### src/rtl/fir_pkg.sv
// fir_pkg
// Shared types and constants for the time-multiplexed FIR tap scheduler.
//   state_t    : controller state encoding (IDLE, MAC, OUT)
//   DEF_N      : default sample/coefficient width
//   DEF_TAPS   : default number of taps
//   acc_width  : accumulator width that cannot overflow for a given N/TAPS
package fir_pkg;

  typedef enum logic [1:0] {
    IDLE = 2'd0,
    MAC  = 2'd1,
    OUT  = 2'd2
  } state_t;

  localparam int DEF_N    = 4;
  localparam int DEF_TAPS = 10;

  // Each product is 2N bits; summing TAPS of them needs clog2(TAPS) extra bits.
  function automatic int acc_width(input int n, input int taps);
    return 2 * n + $clog2(taps);
  endfunction

endpackage

### src/rtl/fir_coef_bank.sv
// fir_coef_bank
// TAPSxN coefficient register file with one write port and one
// combinational read port.
//   clk, rst_n : clock and asynchronous active-low clear of every entry
//   we         : write strobe (already qualified by the parent)
//   addr, data : write index and value; indices >= TAPS are ignored
//   rd_addr    : read index (the current tap)
//   rd_data    : coefficient at rd_addr, zero for out-of-range indices
module fir_coef_bank
  import fir_pkg::*;
#(
  parameter int N    = DEF_N,
  parameter int TAPS = DEF_TAPS
) (
  input  logic                    clk,
  input  logic                    rst_n,
  input  logic                    we,
  input  logic [$clog2(TAPS)-1:0] addr,
  input  logic [N-1:0]            data,
  input  logic [$clog2(TAPS)-1:0] rd_addr,
  output logic [N-1:0]            rd_data
);

  localparam int AW = $clog2(TAPS);

  logic [N-1:0] h [TAPS];
  logic         addr_ok;
  logic         rd_ok;

  // The extra leading bit keeps the compare valid when TAPS is a power of two.
  assign addr_ok = ({1'b0, addr} < (AW + 1)'(TAPS));
  assign rd_ok   = ({1'b0, rd_addr} < (AW + 1)'(TAPS));

  // Coefficient storage: cleared on reset, one entry written per strobe.
  always_ff @(posedge clk or negedge rst_n) begin
    if (!rst_n) begin
      for (int k = 0; k < TAPS; k++) h[k] <= '0;
    end else if (we && addr_ok) begin
      h[addr] <= data;
    end
  end

  assign rd_data = rd_ok ? h[rd_addr] : '0;

endmodule

### src/rtl/fir_tap_scheduler.sv
// fir_tap_scheduler
// Time-multiplexed FIR: one sample per input handshake, one tap per cycle
// through a single shared multiplier-accumulator, result on valid/ready.
//   clk, rst_n          : clock, asynchronous active-low reset
//   in_valid/in_ready   : sample handshake, in_data is the sample
//   out_valid/out_ready : result handshake, y holds sum h[k]*x[k]
//   coef_we/addr/data   : coefficient write port, honoured only while idle
//   busy                : controller is computing or holding a result
module fir_tap_scheduler
  import fir_pkg::*;
#(
  parameter int N     = DEF_N,
  parameter int TAPS  = DEF_TAPS,
  parameter int ACC_W = acc_width(N, TAPS)
) (
  input  logic                    clk,
  input  logic                    rst_n,
  input  logic                    in_valid,
  output logic                    in_ready,
  input  logic [N-1:0]            in_data,
  output logic                    out_valid,
  input  logic                    out_ready,
  output logic [ACC_W-1:0]        y,
  input  logic                    coef_we,
  input  logic [$clog2(TAPS)-1:0] coef_addr,
  input  logic [N-1:0]            coef_data,
  output logic                    busy
);

  localparam int             AW       = $clog2(TAPS);
  localparam logic [AW-1:0]  LAST_TAP = AW'(TAPS - 1);

  state_t           state;
  logic [AW-1:0]    tap;
  logic [ACC_W-1:0] acc;
  logic [ACC_W-1:0] acc_next;
  logic [N-1:0]     x [TAPS];
  logic [N-1:0]     x_tap;
  logic [N-1:0]     h_tap;
  logic [2*N-1:0]   product;
  logic             coef_wr;
  logic             tap_ok;

  assign in_ready = (state == IDLE);
  assign busy     = (state != IDLE);

  // Writes arriving mid-computation are dropped so the running sum stays coherent.
  assign coef_wr = coef_we && (state == IDLE);

  fir_coef_bank #(
    .N    (N),
    .TAPS (TAPS)
  ) u_coef_bank (
    .clk     (clk),
    .rst_n   (rst_n),
    .we      (coef_wr),
    .addr    (coef_addr),
    .data    (coef_data),
    .rd_addr (tap),
    .rd_data (h_tap)
  );

  assign tap_ok   = ({1'b0, tap} < (AW + 1)'(TAPS));
  assign x_tap    = tap_ok ? x[tap] : '0;
  assign product  = {{N{1'b0}}, h_tap} * {{N{1'b0}}, x_tap};
  assign acc_next = acc + ACC_W'(product);

  // Controller, delay line and accumulator; y is loaded once on the last tap
  // so it stays frozen for the whole OUT phase.
  always_ff @(posedge clk or negedge rst_n) begin
    if (!rst_n) begin
      state     <= IDLE;
      tap       <= '0;
      acc       <= '0;
      y         <= '0;
      out_valid <= 1'b0;
      for (int k = 0; k < TAPS; k++) x[k] <= '0;
    end else begin
      case (state)
        IDLE: begin
          if (in_valid) begin
            for (int k = TAPS - 1; k > 0; k--) x[k] <= x[k-1];
            x[0]  <= in_data;
            acc   <= '0;
            tap   <= '0;
            state <= MAC;
          end
        end
        MAC: begin
          acc <= acc_next;
          tap <= tap + AW'(1);
          if (tap == LAST_TAP) begin
            y         <= acc_next;
            out_valid <= 1'b1;
            state     <= OUT;
          end
        end
        OUT: begin
          if (out_ready) begin
            out_valid <= 1'b0;
            state     <= IDLE;
          end
        end
        default: begin
          out_valid <= 1'b0;
          state     <= IDLE;
        end
      endcase
    end
  end

endmodule

### config.mk
export PLATFORM = sky130hd
export DESIGN_NAME = fir_tap_scheduler
export DESIGN_NICKNAME = d
export VERILOG_FILES = /design/src/rtl/fir_pkg.sv /design/src/rtl/fir_coef_bank.sv /design/src/rtl/fir_tap_scheduler.sv
export SDC_FILE = /design/constraint.sdc
export NUM_CORES = 1
export LEC_CHECK = 0
export BUFFER_PORTS_ARGS = -buffer_cell sky130_fd_sc_hd__buf_2
export CAP_MARGIN = 15
export CORE_MARGIN = 8
export CORE_UTILIZATION = 50
export CTS_BUF_LIST = sky130_fd_sc_hd__clkbuf_16
export CTS_CLUSTER_SIZE = 24
export DETAILED_ROUTE_END_ITERATION = 16
export HOLD_SLACK_MARGIN = 0.08
export PLACE_DENSITY = 0.69
export SETUP_SLACK_MARGIN = 0.3
export SKIP_CTS_REPAIR_TIMING = 1
export SKIP_LAST_GASP = 1
export SLEW_MARGIN = 30
export SYNTH_ARGS = -nofsm -noshare
export SYNTH_HDL_FRONTEND = slang
export SYNTH_SLANG_ARGS = --single-unit
export TNS_END_PERCENT = 1
### constraint.sdc
create_clock -name clk -period 12.6 [get_ports clk]
set_input_delay 1.89 -clock clk [delete_from_list [all_inputs] [get_ports clk]]
set_output_delay 1.89 -clock clk [all_outputs]
set_load 0.01 [all_outputs]
==> out/results.ini, run 1 <==
[status]
outcome = finished clean

[worst_setup_path]
path_delay_family = adder cells
crit_arrival_ns = 5.40
startpoint = tap[1]
cp_slowest_stage_delay_ns = 0.83
required_ns = 12.88
r2r_end = acc[10]
crit_buf_inv = 1
start_kind = flop
reg2reg_slack_ns = 7.49
path_class = flop to flop
r2r_start = tap[1]
crit_top_cell = fa_1
critPathCaptureType = flop
crit_fanout = 18
reg2reg_depth = 15
crit_chain = nand2_1 -> o22ai_1 -> a21oi_1 -> o22a_1 -> or2_1 -> fa_1 -> fa_1 -> fa_1 -> inv_1 -> ha_1 -> o211ai_1 -> o21ai_0 -> a41o_1 -> or2_2 -> a31oi_1
crit_slowest_cell = dfrtp_1

[floorplanning]
io_pins = 32
die_w_um = 124
fp.coreArea_um2 = 11400
dieArea_um2 = 15300
rows = 39
start_util_pct = 51.1
die_height_um = 124

[route]
drtIter0Drc = 272
drc = 0
firstDrtPassIters = 4
post_drt_wl_per_cell_um = 16.7
drtAntennaViolNets = 0
num_vias = 4070
vias_per_cell = 5.57
routed_wl_um = 12200

[timing]
whs_ns = 0.475
fmax_mhz = 196
fin_crit_sh_pct = 40.6
rsz0062_at_grt = no
period_minus_slack_ns = 5.11
report.final.slew_viol_count = 0
fin_skew_ns = 0.0118
worst_pin_slew_ns = 0.947
max-slew-margin-rel_pct = 36.8
finalHoldViolCount = 0
finalSetupViolations = 0
finalSetupTns_ns = 0

[clock_network]
clock_latency_ns = 0.36
cts_made_buffers = 9
cts_max_level = 3
cts_max_path_buffers = 2
cts-root-buf = clkbuf_16
clk_pin_slew_ns = 0.07
cts_sinks = 111
cts_tree = built

[finish]
drive_gt1_share_pct = 18.9
final_common_cell = nand2_1
area_growth_pct = 9.20
layout_common_cells = nand2_1 (147), dfrtp_1 (110), mux2_2 (49)
final_nets = 629
antenna_cells = 0

[global_route]
grt_max_degree = 86
track_usage_pct = 17.3
antenna_found_initial = 0
grt_pass1_vias = 4131
grt_pass1_wl_um = 20600
overflow = 0

[placed_design]
dpl.hpwl_um = 8440
port_buffers = 31
gp_congestion = 0.874

[synthesis]
netlist_instances = 567
syn-cell-area_um2 = 5800
ys_async_sr_fraction_pct = 100
ys_warn_count = 0
yosysSeqAreaShare_pct = 47.9
synth_edf_count = 0
synthesis.nets = 613
synth_cell_types = 44
synth-main-ff-cell = dfrtp_1
ys_seq_elements = 111
synth_area_per_cell_um2 = 10.2

[power_and_ir_drop]
cellLeakagePower_nw = 3.15
ir_drop_v = 0.000147
power.density_nw_per_um2 = 237

[worst_hold_path]
min_delay_worst_endpoint = y[9]
worstHoldPathType = flop to flop
min_from = y[9]
hold_path_depth = 2

[flow_run]
max-cap-violations = 0

-- synthesized netlist by cell type (3+ instances only) --
cell type | instances | area (um2)
a31oi_1 | 4 | 25.0
nor2b_1 | 3 | 18.8
dfrtp_1 | 111 | 2780
inv_1 | 25 | 93.8
mux2i_1 | 23 | 230
a211oi_1 | 3 | 22.5
o21ai_0 | 30 | 150
o22ai_1 | 13 | 81.3
nand2b_1 | 7 | 43.8
xnor2_1 | 6 | 52.6
xor2_1 | 5 | 43.8
o22a_1 | 4 | 35.0
nand2_1 | 147 | 552
clkbuf_1 | 19 | 71.3
mux4_2 | 5 | 113
and2_1 | 3 | 18.8
mux2_2 | 49 | 552
buf_1 | 4 | 15.0
nor3_1 | 4 | 20.0
or2_2 | 3 | 18.8
nand4_1 | 3 | 18.8
nor2_1 | 15 | 56.3
a21oi_1 | 8 | 40.0
nand3_1 | 14 | 70.1
a21o_1 | 3 | 22.5
ha_1 | 20 | 250
or2_1 | 3 | 18.8
fa_1 | 9 | 180
-- registers in the layout, indices dropped and copies added (netlist names) --
signal,cells
state,2
u_coef_bank.h,40
x,40
out_valid,1
acc,12
y,12
tap,4
-- worst register-to-register path, stage by stage (launching register included) --
cell,delay [ns]
dfrtp_1,0.83
nand2_1,0.29
o22ai_1,0.25
a21oi_1,0.06
o22a_1,0.25
or2_1,0.25
fa_1,0.52
fa_1,0.52
fa_1,0.52
inv_1,0.04
ha_1,0.34
o211ai_1,0.21
o21ai_0,0.19
a41o_1,0.33
or2_2,0.28
a31oi_1,0.16
-- area by class of cell --
type | instances | area (um2)
clock buffers | 9 | 225
clock inverters | 7 | 76.3
fillers | 971 | 5030
inverters | 25 | 93.8
multi-input cells | 402 | 2800
flip-flops and latches | 111 | 2780
well taps | 143 | 179
repair buffers | 34 | 184
-- routing by layer --
metal	vias up	routed length, um	global-route usage (%)
met5	-	0	0
met1	2016	5680	22.4
met4	0	91	4.59
li1	1957	-	-
met3	6	577	4.58
met2	91	5880	28.2
-- power breakdown --
part / internal [mW] / total (mW) / switching, mW
Combinational: 0.265 / 0.586 / 0.321
Clock: 0.157 / 0.293 / 0.136
Sequential: 0.493 / 0.626 / 0.134
-- kinds of logic (layout without fill, tap and decap cells) --
group / Yosys count / after routing / share of synthesized area, %
xor gates and xnor gates: 11 / 11 / 1.66
AOI/OAI and AO/OA: 74 / 74 / 7.87
DFF: 111 / 111 / 47.9
muxes: 79 / 79 / 15.8
buffers and inverters: 54 / 75 / 3.92
adders and majority gates: 29 / 29 / 7.42
and+or+nand+nor: 209 / 209 / 15.5
-- through the flow --
| step | power, mW | cells | area (um2) | setup WS (ns) | util [%] |
|---|---|---|---|---|---|
| floorplan | 1.05 | 567 | 5800 | 8.09 | - |
| global placement | 1.19 | 715 | 6030 | 7.47 | 53.0 |
| detailed placement | 1.22 | 715 | 6030 | 7.30 | 53.1 |
| CTS | 1.52 | 731 | 6340 | 7.29 | 55.7 |
| global route | 1.62 | 731 | 6340 | 7.28 | 55.8 |
| finish | 1.50 | 731 | 6340 | 7.49 | 55.8 |
-- worst max-delay path by stage --
stage               cells after the start  slack, ns  endpoint
floorplan                              16       8.09   acc[10]
CTS                                    14       7.29   acc[10]
global route                           15       7.28   acc[10]
detailed placement                     14       7.30   acc[10]
global placement                       14       7.47   acc[10]
finish                                 15       7.49   acc[10]
No activity file was read; power rests on OpenSTA's default activity.
==> run 2, diff against run 1 <==
Settings changed: PLACE_DENSITY 0.69 to 0.72.
Clock period 12.6 ns to 4.6 ns, I/O delays scaled along.
==> out/results.ini, run 2 (synthesis gave the netlist of run 1 again) <==
[timing]
worst_pin_slew_ns = 0.937  ; -0.0105 ns
fin_skew_ns = 0.0118  ; -0.0000145 ns
finalHoldViolCount = 0  ; unchanged
rsz0062_at_grt = yes
report.final.slew_viol_count = 0  ; unchanged
max-slew-margin-rel_pct = 37.5  ; +0.70 points
fmax_mhz = 226  ; +16%
finalSetupViolations = 0  ; unchanged
fin_crit_sh_pct = 96.1  ; +56 points
period_minus_slack_ns = 4.42  ; -0.690 ns

[finish]
layout_common_cells = nand2_1 (147), dfrtp_1 (108), mux2_2 (48)
reg_top3 = u_coef_bank.h (40), x (40)
antenna_cells = 0  ; unchanged
multiInputGateArea_um2 = 2870  ; +2.4%
final_nets = 642  ; +2.1%
area_growth_pct = 13.0
final_cell_area_um2 = 6560  ; +3.5%
final_common_cell = nand2_1
finalNonFillerCells = 744  ; +1.8%
regArea_um2 = 2780  ; unchanged
fillCellCount = 970  ; -0.10%
drive_gt1_share_pct = 23.0  ; +4.1 points

[worst_setup_path]
required_ns = 4.80  ; -8.08 ns
start_kind = flop
critPathCaptureType = flop
crit_slowest_cell = fa_1
crit_top_cell = fa_1
path_class = flop to flop
cp_slowest_stage_delay_ns = 0.53  ; -0.30 ns
crit_buf_inv = 2  ; +1
path_delay_family = adder cells
crit_chain = buf_12 -> mux2_4 -> o22ai_2 -> o32a_1 -> or2_1 -> fa_1 -> fa_1 -> fa_1 -> inv_2 -> ha_4 -> o211ai_1 -> o21ai_2 -> a221oi_2 -> xor2_1 -> o21ai_0
crit_arrival_ns = 4.62  ; -0.78 ns
crit_fanout = 8  ; -10

[clock_network]
cts_sinks = 111  ; unchanged
clock_latency_ns = 0.36  ; about the same
clk_pin_slew_ns = 0.07  ; about the same
cts-root-buf = clkbuf_16
cts_max_level = 3  ; unchanged
cts_tree = built
cts_made_buffers = 9  ; unchanged
cts_max_path_buffers = 2  ; unchanged

[floorplanning]
start_util_pct = 51.1  ; unchanged
io_pins = 32  ; unchanged
die_height_um = 124  ; unchanged
rows = 39  ; unchanged
fp.coreArea_um2 = 11400  ; unchanged
dieArea_um2 = 15300  ; unchanged
die_w_um = 124  ; unchanged

[placed_design]
dp.cells = 721  ; +0.84%
gp_congestion = 0.881  ; +0.74%
port_buffers = 31  ; unchanged
place_area_um2 = 6100  ; +1.1%
dpl.hpwl_um = 8460  ; +0.25%

[global_route]
track_usage_pct = 16.9  ; -0.37 points
grt_pass1_vias = 4133  ; +0.048%
grt_pass1_wl_um = 20200  ; -2.0%
overflow = 0  ; unchanged
grt_max_degree = 77  ; -10%
antenna_found_initial = 0  ; unchanged

[worst_hold_path]
worstHoldPathType = input port to asynchronous set/reset pin

[route]
num_vias = 4148  ; +1.9%
routed_wl_um = 12400  ; +1.2%
firstDrtPassIters = 4  ; unchanged
post_drt_wl_per_cell_um = 16.6  ; -0.55%
drtIter0Drc = 232  ; -15%
vias_per_cell = 5.58  ; +0.14%
drc = 0  ; unchanged
drtAntennaViolNets = 0  ; unchanged

[power_and_ir_drop]
ir_drop_v = 0.000342  ; +130%
power.total_mw = 4.36  ; +190%
cellLeakagePower_nw = 3.24  ; +2.7%
power.density_nw_per_um2 = 665  ; +180%

[flow_run]
max-cap-violations = 0  ; unchanged

[status]
outcome = finished clean

==> run 2: changes by cell type in the layout (fill, tap and decap cells not counted), sizes merged <==
cell and delta:
clkbuf +2, clkinv -1, clkinvlp +2, inv -1, buf +11
==> run 2: worst paths after layout <==
path | depth (start not counted) | from | slack [ns] | endpoint
hold reg to reg | 2 | y[10] | 0.47 | y[10]
min in group clk | 2 | y[10] | 0.47 | y[10]
hold / removal | 1 | rst_n | 0.34 | out_valid
max in group asynchronous | 2 | rst_n | 3.35 | acc[4]
setup / recovery | 15 | tap[0] | 0.18 | acc[8]
setup reg to reg | 15 | tap[0] | 0.18 | acc[8]
==> run 2: layer usage <==
layer	global-route usage [%]	wire, um	share of wire (%)
met5	0	0	0
met2	26.9	5920	48
met3	4.31	566	4.6
met1	21.9	5570	45
met4	6.40	314	2.5
==> run 2: power by group <==
part | internal (mW) | switching, mW | leakage (nW)
clock | 0.431 | 0.370 | 0.148
sequential | 1.35 | 0.284 | 1.46
combinational | 0.893 | 1.03 | 1.63
==> run 2: area by class of cell <==
type | instances | share of cell area [%]
multi-input cells | 402 | 43.7
repair buffers | 47 | 5.02
well taps | 143 | 2.73
inverters | 25 | 1.43
flip-flops and latches | 111 | 42.4
clock inverters | 7 | 1.30
clock buffers | 9 | 3.43
==> run 2: stage by stage <==
step	worst slack (ns)	utilization, %	hold slack [ns]	setup TNS [ns]
2_1_floorplan	0.306	-	0.394	0
3_3_place_gp	0.0756	53.7	0.456	0
3_5_place_dp	-0.0334	53.7	0.462	-0.0494
4_1_cts	-0.0500	56.4	0.480	-0.0934
5_1_grt	-0.00757	57.7	0.405	-0.0135
6_report	0.180	57.7	0.344	0
==> run 3, diff against run 2 <==
Settings changed: CTS_BUF_LIST sky130_fd_sc_hd__clkbuf_16 to default.
==> out/results.ini, run 3 (synthesis gave the netlist of run 1 again) <==
[worst_setup_path]
crit_fanout = 8  ; unchanged
critPathCaptureType = flop
reg2reg_slack_ns = 0.18  ; about the same
crit_arrival_ns = 4.62  ; about the same
reg2reg_depth = 15  ; unchanged
crit_slowest_cell = fa_1
path_class = flop to flop
cp_slowest_stage_delay_ns = 0.53  ; about the same
r2r_end = acc[8]
required_ns = 4.80  ; about the same
crit_top_cell = fa_1
crit_chain = buf_12 -> mux2_4 -> o22ai_2 -> o32a_1 -> or2_1 -> fa_1 -> fa_1 -> fa_1 -> inv_2 -> ha_4 -> o211ai_1 -> o21ai_2 -> a221oi_2 -> xor2_1 -> o21ai_0
r2r_start = tap[0]
start_kind = flop

[power_and_ir_drop]
cellLeakagePower_nw = 3.23  ; -0.13%
intPower_mw = 2.68  ; about the same
power.density_nw_per_um2 = 665  ; about the same
power_frac_comb_pct = 44.1  ; about the same
switchingPower_mw = 1.69  ; about the same
ir_drop_v = 0.000342  ; about the same
seqPwrFrac_pct = 37.5  ; about the same
p_clk_share_pct = 18.4  ; about the same
swShare_pct = 38.6  ; about the same

[timing]
finalSetupViolations = 0  ; unchanged
fin_crit_sh_pct = 96.1  ; about the same
whs_ns = 0.344  ; +0.0000360 ns
fin_ws_ns = 0.181  ; +0.00135 ns
rsz0062_at_grt = yes
max-slew-margin-rel_pct = 37.5  ; about the same
fmax_mhz = 226  ; about the same
report.final.slew_viol_count = 0  ; unchanged
worst_pin_slew_ns = 0.937  ; +0.0000606 ns
finalHoldViolCount = 0  ; unchanged
period_minus_slack_ns = 4.42  ; -0.00135 ns
fin_skew_ns = 0.0118  ; -0.0000318 ns

[finish]
antenna_cells = 0  ; unchanged
final_core_util_pct = 57.7  ; unchanged
reg_top3 = u_coef_bank.h (40), x (40)
final_nets = 642  ; unchanged
drive_gt1_share_pct = 23.0  ; unchanged
finalNonFillerCells = 744  ; unchanged
area_growth_pct = 13.0  ; unchanged
final_common_cell = nand2_1
layout_common_cells = nand2_1 (147), dfrtp_1 (108), mux2_2 (48)
fillCellCount = 970  ; unchanged

[clock_network]
cts_max_path_buffers = 2  ; unchanged
cts_made_buffers = 9  ; unchanged
cts_max_level = 3  ; unchanged
cts-root-buf = clkbuf_16
clk_pin_slew_ns = 0.07  ; about the same
cts_tree = built
cts_sinks = 111  ; unchanged
clock_latency_ns = 0.36  ; about the same

[route]
drtAntennaViolNets = 0  ; unchanged
vias_per_cell = 5.58  ; +0.14%
num_vias = 4154  ; +0.14%
post_drt_wl_per_cell_um = 16.6  ; about the same
drc = 0  ; unchanged
firstDrtPassIters = 4  ; unchanged
drtIter0Drc = 233  ; +0.43%
routed_wl_um = 12400  ; about the same

[floorplanning]
fp.coreArea_um2 = 11400  ; unchanged
start_util_pct = 51.1  ; unchanged
io_pins = 32  ; unchanged
die_height_um = 124  ; unchanged
die_w_um = 124  ; unchanged
dieArea_um2 = 15300  ; unchanged
rows = 39  ; unchanged

[global_route]
grt_max_degree = 77  ; unchanged
antenna_found_initial = 0  ; unchanged
grt_pass1_wl_um = 20200  ; unchanged
overflow = 0  ; unchanged
grt_pass1_vias = 4133  ; unchanged
track_usage_pct = 16.9  ; unchanged

[status]
outcome = finished clean

[placed_design]
pre_cts_ws_ns = -0.0334  ; unchanged
gp_congestion = 0.881  ; unchanged
port_buffers = 31  ; unchanged
dpl.hpwl_um = 8460  ; unchanged
dp.cells = 721  ; unchanged

[flow_run]
max-cap-violations = 0  ; unchanged

[worst_hold_path]
worstHoldPathType = input port to asynchronous set/reset pin

## run 3: cell types whose count changed in the layout (fill, tap and decap cells not counted), sizes merged
cell / change
clkbuf: +1
inv: -1
## run 3: how the worst max path moves through the flow
stage,startpoint,to,slack (ns),cells past startpoint
floorplan,tap[0],acc[10],0.31,16
global placement,tap[1],acc[10],0.08,14
detailed placement,tap[1],acc[10],-0.03,14
CTS,tap[1],acc[10],-0.05,14
global route,tap[0],acc[10],-0.007,15
finish,tap[0],acc[8],0.18,15
## run 3: power groups by stage
stage          combinational [mW]  sequential (mW)  clock (mW)
3_3_place_gp                 1.70             1.61           0
4_1_cts                      1.77             1.62       0.823
5_1_grt                      2.14             1.68       0.858
2_1_floorplan                1.35             1.56           0
6_report                     1.93             1.64       0.802
3_5_place_dp                 1.76             1.63           0
## run 3: through the flow
step / setup TNS (ns) / power [mW] / cell area, um2
floorplan: 0 / 2.91 / 5820
global placement: 0 / 3.31 / 6100
detailed placement: -0.0494 / 3.39 / 6100
CTS: -0.0934 / 4.21 / 6410
global route: -0.0133 / 4.68 / 6560
finish: 0 / 4.36 / 6560
## run 3: worst max-delay path: cells and delay by family, from the launching register on
kind	cells	cell delay, ns
adder cells (fa/ha/maj)	4	1.71
AO/OA/AOI/OAI	6	1.14
flip-flops	1	0.48
AND/OR/NAND/NOR	1	0.26
buffers and inverters	2	0.23
multiplexers	1	0.22
XOR/XNOR	1	0.21
## run 3: cell type report
cell class              count  area, um2  area share, %
inverters                  25       93.8           1.43
multi-input cells         402       2870           43.7
well taps                 143        179           2.73
flip-flops and latches    111       2780           42.4
clock buffers              10        229           3.49
repair buffers             47        329           5.02
clock inverters             6       81.3           1.24
## run 3: layer usage
metal	GRT usage [%]	share of wire, %
met1	21.9	45
met2	26.9	48
met3	4.31	4.6
met4	6.40	2.5
met5	0	0
